$ cat src/rtl/multicycle_ctrl.sv
// Multi-cycle CPU control FSM: sequences each instruction through
// IF/ID/EXE/MEM/WB and drives the PC, IR, register-file and data-memory strobes.
// Optional build macro MEM_WAIT_EN adds the mem_ready port and lets MEM stall
// until the data memory reports completion.
// Handshake: with MEM_WAIT_EN, mem_rd/mem_wr act as request valids held high in
// MEM; mem_ready is the memory's ready, and the transfer completes (MEM exits)
// on the rising edge where mem_ready=1.
module multicycle_ctrl #(
  parameter int              OP_W    = 6,
  parameter logic [OP_W-1:0] HALT_OP = '1
) (
  input  logic            click,
  input  logic            reset,
  input  logic [OP_W-1:0] opcode,
  input  logic            zero,
`ifdef MEM_WAIT_EN
  input  logic            mem_ready,
`endif
  output logic            PCWre,
  output logic [1:0]      pc_src,
  output logic            IRWre,
  output logic            RegWre,
  output logic            mem_rd,
  output logic            mem_wr,
  output logic [2:0]      state,
  output logic            halted
);

  localparam logic [OP_W-1:0] OP_R    = OP_W'(6'b000000);
  localparam logic [OP_W-1:0] OP_ADDI = OP_W'(6'b000001);
  localparam logic [OP_W-1:0] OP_LW   = OP_W'(6'b110000);
  localparam logic [OP_W-1:0] OP_SW   = OP_W'(6'b110001);
  localparam logic [OP_W-1:0] OP_BEQ  = OP_W'(6'b110100);
  localparam logic [OP_W-1:0] OP_J    = OP_W'(6'b111000);

  localparam logic [2:0] S_IF   = 3'b000;
  localparam logic [2:0] S_ID   = 3'b001;
  localparam logic [2:0] S_EXE  = 3'b010;
  localparam logic [2:0] S_MEM  = 3'b011;
  localparam logic [2:0] S_WB   = 3'b100;
  localparam logic [2:0] S_HALT = 3'b111;

  typedef enum logic [2:0] {
    K_ALU, K_LW, K_SW, K_BEQ, K_J, K_HALT, K_NOP
  } kind_t;

  logic [2:0] state_q;
  logic [2:0] state_d;
  kind_t      kind;
  logic       mem_go;

`ifdef MEM_WAIT_EN
  assign mem_go = mem_ready;
`else
  assign mem_go = 1'b1;
`endif

  // Instruction class decode; HALT_OP is checked first so it wins any overlap.
  always_comb begin
    kind = K_NOP;
    if (opcode == HALT_OP)                         kind = K_HALT;
    else if (opcode == OP_R || opcode == OP_ADDI)  kind = K_ALU;
    else if (opcode == OP_LW)                      kind = K_LW;
    else if (opcode == OP_SW)                      kind = K_SW;
    else if (opcode == OP_BEQ)                     kind = K_BEQ;
    else if (opcode == OP_J)                       kind = K_J;
  end

  // State register; reset low returns to IF immediately.
  always_ff @(posedge click or negedge reset) begin
    if (!reset) state_q <= S_IF;
    else        state_q <= state_d;
  end

  // Next-state: per-class path through the stages; unused codes fall back to IF.
  always_comb begin
    state_d = S_IF;
    case (state_q)
      S_IF:   state_d = S_ID;
      S_ID: begin
        case (kind)
          K_ALU, K_LW, K_SW, K_BEQ: state_d = S_EXE;
          K_HALT:                   state_d = S_HALT;
          default:                  state_d = S_IF;
        endcase
      end
      S_EXE: begin
        case (kind)
          K_LW, K_SW: state_d = S_MEM;
          K_ALU:      state_d = S_WB;
          default:    state_d = S_IF;
        endcase
      end
      S_MEM: begin
        if (!mem_go)           state_d = S_MEM;
        else if (kind == K_LW) state_d = S_WB;
        else                   state_d = S_IF;
      end
      S_WB:   state_d = S_IF;
      S_HALT: state_d = S_HALT;
      default: state_d = S_IF;
    endcase
  end

  // Outputs: decoded from state/opcode/zero, forced quiet while reset is low.
  always_comb begin
    PCWre  = 1'b0;
    pc_src = 2'b00;
    IRWre  = 1'b0;
    RegWre = 1'b0;
    mem_rd = 1'b0;
    mem_wr = 1'b0;
    halted = 1'b0;
    if (reset) begin
      case (state_q)
        S_IF: IRWre = 1'b1;
        S_ID: begin
          if (kind == K_J) begin
            PCWre  = 1'b1;
            pc_src = 2'b10;
          end else if (kind == K_NOP) begin
            PCWre = 1'b1;
          end
        end
        S_EXE: begin
          if (kind == K_BEQ) begin
            PCWre  = 1'b1;
            pc_src = zero ? 2'b01 : 2'b00;
          end
        end
        S_MEM: begin
          if (kind == K_LW) begin
            mem_rd = 1'b1;
          end else if (kind == K_SW) begin
            mem_wr = 1'b1;
            PCWre  = mem_go;
          end
        end
        S_WB: begin
          RegWre = 1'b1;
          PCWre  = 1'b1;
        end
        S_HALT: halted = 1'b1;
        default: ;
      endcase
    end
  end

  assign state = state_q;

endmodule

$ cat config.mk
export PLATFORM = sky130hd
export DESIGN_NAME = multicycle_ctrl
export DESIGN_NICKNAME = d
export VERILOG_FILES = /design/src/rtl/multicycle_ctrl.sv
export SDC_FILE = /design/constraint.sdc
export NUM_CORES = 1
export LEC_CHECK = 0
export CORE_AREA = 2 2 39 41
export CTS_CLUSTER_SIZE = 14
export DETAILED_ROUTE_END_ITERATION = 16
export DIE_AREA = 0 0 41 43
export HOLD_SLACK_MARGIN = 0.02
export PLACE_DENSITY = 0.65
export SYNTH_ARGS = -nofsm -noshare
export SYNTH_HDL_FRONTEND = slang
export SYNTH_SLANG_ARGS = --single-unit
$ cat constraint.sdc
create_clock -name click -period 1.3 [get_ports click]
set_input_delay 0.26 -clock click [delete_from_list [all_inputs] [get_ports click]]
set_output_delay 0.26 -clock click [all_outputs]
set_load 0.01 [all_outputs]
==> flow_summary_export.csv, run 1 <==
group,metric,value,unit
power,p_leak,0.000480,uW
floorplanning,dieArea,0.00176,mm^2
power,powerDensity,826,mW/mm^2
timing,setup_violations,10,
global_route,grt.overflow.total,0,
floorplanning,io_pins,20,
placement,port_buffers,19,
placement,gp_congestion,0.739,
setup_path,endpoint_kind,"output pin",
synth,synth_edf_count,0,
synth,ys_ff_latch,3,
routing,postRouteWirelength,1810,um
final_layout,final_nets,123,
power,pwr-share-seq,17.3,%
setup_path,reg2reg_depth,5,
synth,yosysSeqAreaShare,18.0,%
synth,synthCells,57,
setup_path,arrival,1.56,ns
job,max_cap_viol_count,0,
routing,avgViaCountPerCell,5.18,
hold_path,hp-class,"primary input to asynchronous set/reset pin",
timing,fmax,0.550,GHz
timing,finClkSkew,0.00424,ns
timing,slew_headroom,79.2,%
placement,dp_hpwl,1070,um
setup_path,reg2reg_from,"state[1]",
routing,drcViolationCount,0,
power,ir_worst_vdd,0.608,mV
clock_network,cts_buffers,3,
routing,avgRoutedWirePerCell,14.0,um
routing,drt_first_pass_iters,4,
clock_network,clk_path_buf_depth,2,
synth,yosysWarningCount,0,
final_layout,antenna_cells,0,
setup_path,worstSetupPathType,"flop to output pin",
floorplanning,fp.dieW,41,um
power,p_sw_share,37.2,%
synth,synth_top_area_share,18.0,%
power,fin_total_pwr,829,uW
setup_path,cpMaxStageDelayCell,"dfrtp_1",
clock_network,cts_tree,"done",
timing,holdWs,0.0614,ns
timing,tightest_slew,0.310,ns
placement,placed_area,785,um^2
placement,dp_cells,110,
final_layout,layout.cells.non_filler,129,
final_layout,area_delta_synth_final,141,%
synth,synth.distinct_cells,32,
synth,synthTopCellsByArea,"dfrtp_1 18%, nor2_1 7.2%, nand2_1 6.3%",
setup_path,worstReg2RegEnd,"state[0]",
global_route,grt_pass1_vias,671,
synth,syn_avg_cell_area,7.31,um^2
clock_network,cts_root_buffer,"clkbuf_4",
setup_path,cp-start-kind,"flop",
routing,drtIter0Drc,12,
floorplanning,num_rows,14,
global_route,grt_pass1_wl,2790,um
synth,yosys-top-cells-count,"8 x nor2_1, 7 x nand2_1, 4 x a21oi_1, 4 x nor3_1, 3 x dfrtp_1",
final_layout,largest_reg_flops,3,
timing,period_needed,1.82,ns
setup_path,required,1.04,ns
power,p_comb_share,62.5,%
floorplanning,dieHeight,43,um
synth,yosysMostFrequentCell,"nor2_1",
setup_path,regToRegSetupSlack,0.04,ns
clock_network,cts_max_level,1,
clock_network,clk_pin_slew,0.04,ns
synth,syn_area,417,um^2
outcome,failed_checks,"setup timing",
global_route,antenna_found_initial,0,
timing,drv_slew,0,
timing,final-hold-violation-count,0,
final_layout,drive_above_1_share,65.5,%
routing,final_antenna_net_count,0,
setup_path,crit_chain,"nor2b_4 > nor3b_4 > and3_4 > or3b_4 > buf_6",
synth,async_reset_ff_share,100,%
floorplanning,initial_utilization,30.1,%
synth,synthFlopType,"dfrtp_1",
timing,rsz0062_at_grt,"yes",
timing,period_share,140,%
power,p_int,520,uW
setup_path,critPathMaxFanout,2,
outcome,run_status,"finished, violations left",
final_layout,final_area,0.00100,mm^2
power,p_sw,308,uW
clock_network,insertion_delay,0.24,ns
clock_network,cts.sinks,3,
global_route,grt_start_max_net_pins,11,
power,clock_power_share,20.1,%
synth,syn-num-nets,66,
global_route,grt_util_all_layers,23.8,%
synth,yosysTopAreaCell,"dfrtp_1",
floorplanning,fp.coreArea,0.00138,mm^2
setup_path,max_stage_delay,0.37,ns
timing,setup_tns,-2.66,ns
routing,vias,668,
timing,setup_ws,-0.518,ns
## metrics by stage
stage	setup slack (ns)	utilization [%]
6_report	-0.518	72.5
5_1_grt	-0.574	72.5
4_1_cts	-0.521	69.8
3_5_place_dp	-1.26	56.7
3_3_place_gp	-1.15	56.7
2_1_floorplan	-0.231	-
## critical path: cells and delay by family (launching register included)
| kind | cells | cell delay [ns] |
|---|---|---|
| buffers and inverters | 1 | 0.13 |
| DFF | 1 | 0.37 |
| and+or+nand+nor | 4 | 0.80 |
## layout make-up
class	instances	area, um^2
fillers	107	380
inverters	1	3.75
well taps	16	20.0
repair buffers	56	479
flip-flops and latches	3	76.3
clock buffers	4	26.3
multi-input cells	49	398
## how the worst max path moves through the flow
| stage | from | endpoint |
|---|---|---|
| 2_1_floorplan | state[1] | PCWre |
| 3_3_place_gp | opcode[5] | PCWre |
| 3_5_place_dp | opcode[5] | PCWre |
| 4_1_cts | state[1] | PCWre |
| 5_1_grt | state[1] | PCWre |
| 6_report | state[1] | PCWre |
## kinds of logic (layout without fill, tap and decap cells)
family	after synthesis	in the layout	synth area share, %
compound gates	11	11	19.8
fa+ha+maj	1	1	2.40
buf+inv	5	61	6.01
flops	3	3	18.0
simple gates	37	37	53.8
## cells in the final DEF, fill, tap and decap left out, types with 3 or more instances in the layout
master	instances
nor2_1	7
buf_4	28
clkbuf_4	3
nand2_1	6
buf_6	14
buf_2	7
## power by group through the flow
stage	Clock, uW	Sequential (uW)	Combinational, uW
final	167	143	518
after global routing	187	145	553
after CTS	174	137	509
after detailed placement	0	136	380
after global placement	0	135	377
after floorplan	0	140	203
## per-layer routing
metal / track usage, % / vias up / routed length (um)
met2: 37.8 / 26 / 924
li1: - / 328 / -
met1: 28.6 / 310 / 766
met4: 8.00 / 0 / 27
met5: 0 / - / 0
met3: 7.85 / 4 / 93
## repair_timing
item	in CTS	in global routing
gates resized for setup	85	20
hold buffers	0	0
buffers inserted	18	4
endpoints found under the hold margin	0	0
setup endpoints to repair	14	14
pin swaps	13	7
Power figures use the tool's default switching activity.
==> run 2, diff against run 1 <==
Settings changed: TNS_END_PERCENT set to 50.
==> run 2 against run 1 <==
The flow still finishes with violations (setup timing). Cell count is 0.78% higher. Highest routed layer unchanged. Combinational power is 1% higher. Flip-flop and latch count stayed put. Non-clock buffer count is 1 higher. Register-to-register slack worse by 0.09 ns.
==> flow_summary_export.csv, run 2 (synthesis gave the netlist of run 1 again) <==
group,metric,value,unit
global_route,grt.overflow.total,0,
clock_network,insertion_delay,0.26,ns
outcome,run_status,"finished, violations left",
timing,slew_headroom,77.9,%
power,p_leak,0.000485,uW
clock_network,cts_max_level,1,
timing,period_share,142,%
clock_network,cts.sinks,3,
placement,dp_hpwl,1070,um
outcome,failed_checks,"setup timing",
global_route,grt_start_max_net_pins,10,
clock_network,cts_buffers,3,
final_layout,final_nets,124,
clock_network,cts_root_buffer,"clkbuf_4",
timing,finClkSkew,0.0160,ns
timing,fmax,0.543,GHz
final_layout,largest_reg_flops,3,
hold_path,hp-class,"primary input to asynchronous set/reset pin",
global_route,grt_pass1_vias,616,
power,ir_worst_vdd,0.919,mV
timing,setup_ws,-0.542,ns
routing,avgViaCountPerCell,5.42,
setup_path,required,1.04,ns
setup_path,endpoint_kind,"output pin",
clock_network,hold_buffers,0,
setup_path,cp-start-kind,"flop",
final_layout,layout.cells.non_filler,130,
timing,tightest_slew,0.330,ns
routing,vias,704,
routing,avgRoutedWirePerCell,16.1,um
setup_path,arrival,1.58,ns
job,max_cap_viol_count,0,
placement,port_buffers,19,
final_layout,layout_common_cells,"27 x buf_4, 13 x buf_6, 10 x buf_2, 7 x nand2_1, 6 x nor2_1",
placement,dp_cells,110,
final_layout,drive_above_1_share,65.8,%
floorplanning,num_rows,14,
routing,postRouteWirelength,2090,um
final_layout,antenna_cells,0,
floorplanning,fp.dieW,41,um
routing,drt_first_pass_iters,4,
setup_path,worstSetupPathType,"flop to output pin",
floorplanning,dieArea,0.00176,mm^2
final_layout,final_common_cell,"buf_4",
routing,final_antenna_net_count,0,
routing,drtIter0Drc,15,
final_layout,final_util,72.2,%
setup_path,critPathMaxFanout,2,
clock_network,cts_tree,"done",
timing,final-hold-violation-count,0,
floorplanning,io_pins,20,
global_route,grt_pass1_wl,2690,um
clock_network,clk_path_buf_depth,2,
floorplanning,fp.coreArea,0.00138,mm^2
timing,rsz0062_at_grt,"yes",
global_route,antenna_found_initial,0,
placement,dp_slack,-1.16,ns
clock_network,clk_pin_slew,0.05,ns
floorplanning,initial_utilization,30.1,%
placement,gp_congestion,0.730,
global_route,grt_util_all_layers,22.9,%
timing,setup_violations,11,
power,powerDensity,849,mW/mm^2
final_layout,area_delta_synth_final,140,%
floorplanning,dieHeight,43,um
routing,drcViolationCount,0,
timing,period_needed,1.84,ns
timing,drv_slew,0,
run 2: cell count changes in the layout (fill, tap and decap cells not counted), sizes merged:
cell and delta:
clkdlybuf4s15 -2, dlygate4sd2 +1, clkbuf +2
run 2: area by class of cell:
cell class                      count  area, um^2
Clock buffer                        4        26.3
Multi-Input combinational cell     49         418
Sequential cell                     3        75.1
Tap cell                           16        20.0
Fill cell                         102         384
Inverter                            1        3.75
Timing Repair Buffer               57         457
run 2: report_power, final:
group | internal, uW | leakage (uW) | switching [uW]
Sequential | 113 | 0.0000394 | 27.9
Combinational | 277 | 0.000431 | 247
Clock | 116 | 0.0000150 | 68.5
Total | 506 | 0.000485 | 343
run 2: per-stage QoR:
step           area [um^2]  hold slack (ns)  power, uW  TNS (ns)
2_1_floorplan          430          -0.0356        335    -0.357
3_5_place_dp           778            0.569        521     -8.51
3_3_place_gp           778            0.568        511     -8.40
5_1_grt               1000            0.122        900     -3.48
4_1_cts                902            0.126        767     -2.48
6_report              1000            0.122        849     -2.85
run 2: critical path: stages, from the launching register on:
cell and delay, ns:
dfrtp_1 0.40, nor2b_4 0.14, nor3b_4 0.15, and3_4 0.14
or3b_4 0.37, buf_6 0.13
run 2: final timing paths:
check                      startpoint  endpoint  slack [ns]  cells after the start
setup reg to reg             state[1]  state[1]       -0.05                      7
min in group click          opcode[3]  state[0]        0.68                      4
max in group asynchronous       reset  state[2]        1.06                      3
hold reg to reg              state[0]  state[1]        0.77                      3
hold / removal                  reset  state[1]        0.12                      3
setup / recovery             state[1]     PCWre       -0.54                      5
run 2: timing repair:
action,in CTS,in global routing
resized for setup,79,19
buffers inserted,12,5
endpoints found under the setup margin,14,13
pin swaps,13,6
run 2: layer usage:
metal / global-route usage, % / wire (um)
met1: 26.2 / 840
met4: 8.00 / 82
met3: 4.71 / 146
met2: 39.4 / 1020
met5: 0 / 0
==> edit (flow settings as in run 1) <==
Set the parameter `OP_W` to 3 (it was 6).
--- a/src/rtl/multicycle_ctrl.sv
+++ b/src/rtl/multicycle_ctrl.sv
@@ -6,7 +6,7 @@
 // MEM; mem_ready is the memory's ready, and the transfer completes (MEM exits)
 // on the rising edge where mem_ready=1.
 module multicycle_ctrl #(
-  parameter int              OP_W    = 6,
+  parameter int              OP_W    = 3,
   parameter logic [OP_W-1:0] HALT_OP = '1
 ) (
   input  logic            click,
Interface: changed (resized opcode); port bits go from 20 to 17. The function was not compared with the original's and may differ.
==> edit against run 1 <==
Total power up 7.7%. Count of clock-buffer cells in the layout unchanged. Final cell count down 36%. The run still ends with setup timing left. Global-route usage down 11 points. Sequential cell count unchanged. Wire length down 49%. Final area down 41%. Worst setup slack better by 0.00083 ns. Non-clock buffer count down 27. Fmax about the same. Synthesized area down 29%. Critical path depth unchanged.
==> edit: results (changes against run 1) <==
run status=finished with violations; failing checks=setup timing; crit path DAT=1.56 ns (about the same); met2 Usage GRT=19.06% (-19 points); Initial DRC Count=19 (+7); VDD IR max=0.4832 mV (-21%); CTS resizes=42 (-51%); initial antenna violation count=0 (unchanged); setup TNS=-1.315 ns (+1.341 ns); largest net degree at the start of global routing=12 (+1); R2R Setup Slk=0.09 ns (+0.05 ns); total number of vias=383 (-43%); Routed WL=924 um (-49%); met1 Usage GRT=16.83% (-12 points); share of layout cells above drive strength 1=48.48% (-17 points); Post-DP Area=510.5 um2 (-35%); Worst Setup Slack post-DPL=-1.016 ns (+0.2392 ns); asr flop ratio synth=100.0% (unchanged); worst r2r dst=state[1]; Worst-Skew Late Latency=0.23 ns; Tot Pwr=0.8922 mW (+7.7%); Post-DP HPWL=570 um (-47%); I/O Buffers=13 (-6); Post-Syn Instances=37 (-35%); Worst-path clk slew=0.04 ns (about the same); Syn. warnings=0 (unchanged); Worst setup SP type=flop; synth unique cells=25 (-22%); fillers=141 (+32%); Post-CTS Setup Repair Bufs=5 (-13); met3 wire length=47 um (-49%); hold crit path type=input pin to asynchronous set/reset pin; final worst slack=-0.5170 ns (+0.0008330 ns); clock power share=18.4% (-1.7 points); final setup violation count=6 (-4); crit path to=PCWre; Final Non-Filler Cells=82 (-36%); max layer used=met3; total track usage=12.88% (-11 points); Power Internal=0.5483 mW (+5.3%); comb pwr=0.578 mW (+12%); cts bufs inserted=3 (unchanged); slowest stage delay, CP=0.40 ns (+0.03 ns); placed insts=74 (-33%); sequential fraction of the synthesis area=25.21% (+7.2 points); Final GP Congestion=0.8152 (+10%); Critical Path Fanout Max=3 (+1); synth top area cells=dfrtp_1, buf_4, a211o_1, a2111oi_2, a21o_1; first-pass GRT wire length=1.531 mm (-45%); met1 WL=394 um (-49%); Fin Hold WS=0.1558 ns (+0.09444 ns); GR Util met3=1.571% (-6.3 points); most frequent cells after synthesis=buf_4, dfrtp_1, nand2_1; Layout Area Growth over Synthesis=99.58%; vias in the first global route=368 (-45%); Final nets=73 (-41%); Max Clock Skew=0.002640 ns (-0.001603 ns); metal2 WL=482 um (-48%); leakage=0.2955 nW (-38%)
[edit: cell count changes after synthesis, moves of 2 or more]
cell            run 1  this run
nand4_1             2         0
a211o_1             0         2
nor4_1              0         2
buf_4               1         3
a21oi_1             4         0
a21o_1              0         2
nand2_1             7         3
nor3_1              4         1
nor2_1              8         2
[edit: critical path, delay by kind of cell (launching register included)]
family,cells,cell delay [ns]
buffers and inverters,2,0.27
AND/OR/NAND/NOR,1,0.16
flip-flops,1,0.40
AO/OA/AOI/OAI,2,0.49
[edit: cells by family after synthesis]
| kind of cell | count (synthesis) | share of synthesized area (%) |
|---|---|---|
| buffers and inverters | 6 | 11.76 |
| AO/OA/AOI/OAI | 9 | 25.63 |
| AND/OR/NAND/NOR | 18 | 36.14 |
| other | 1 | 1.259 |
| flip-flops | 3 | 25.21 |
[edit: area by class of cell]
class | count | share of cell area (%)
Tap cell | 16 | 3.368
Multi-Input combinational cell | 30 | 38.32
Sequential cell | 3 | 12.63
Clock buffer | 4 | 4.421
Timing Repair Buffer | 29 | 41.26
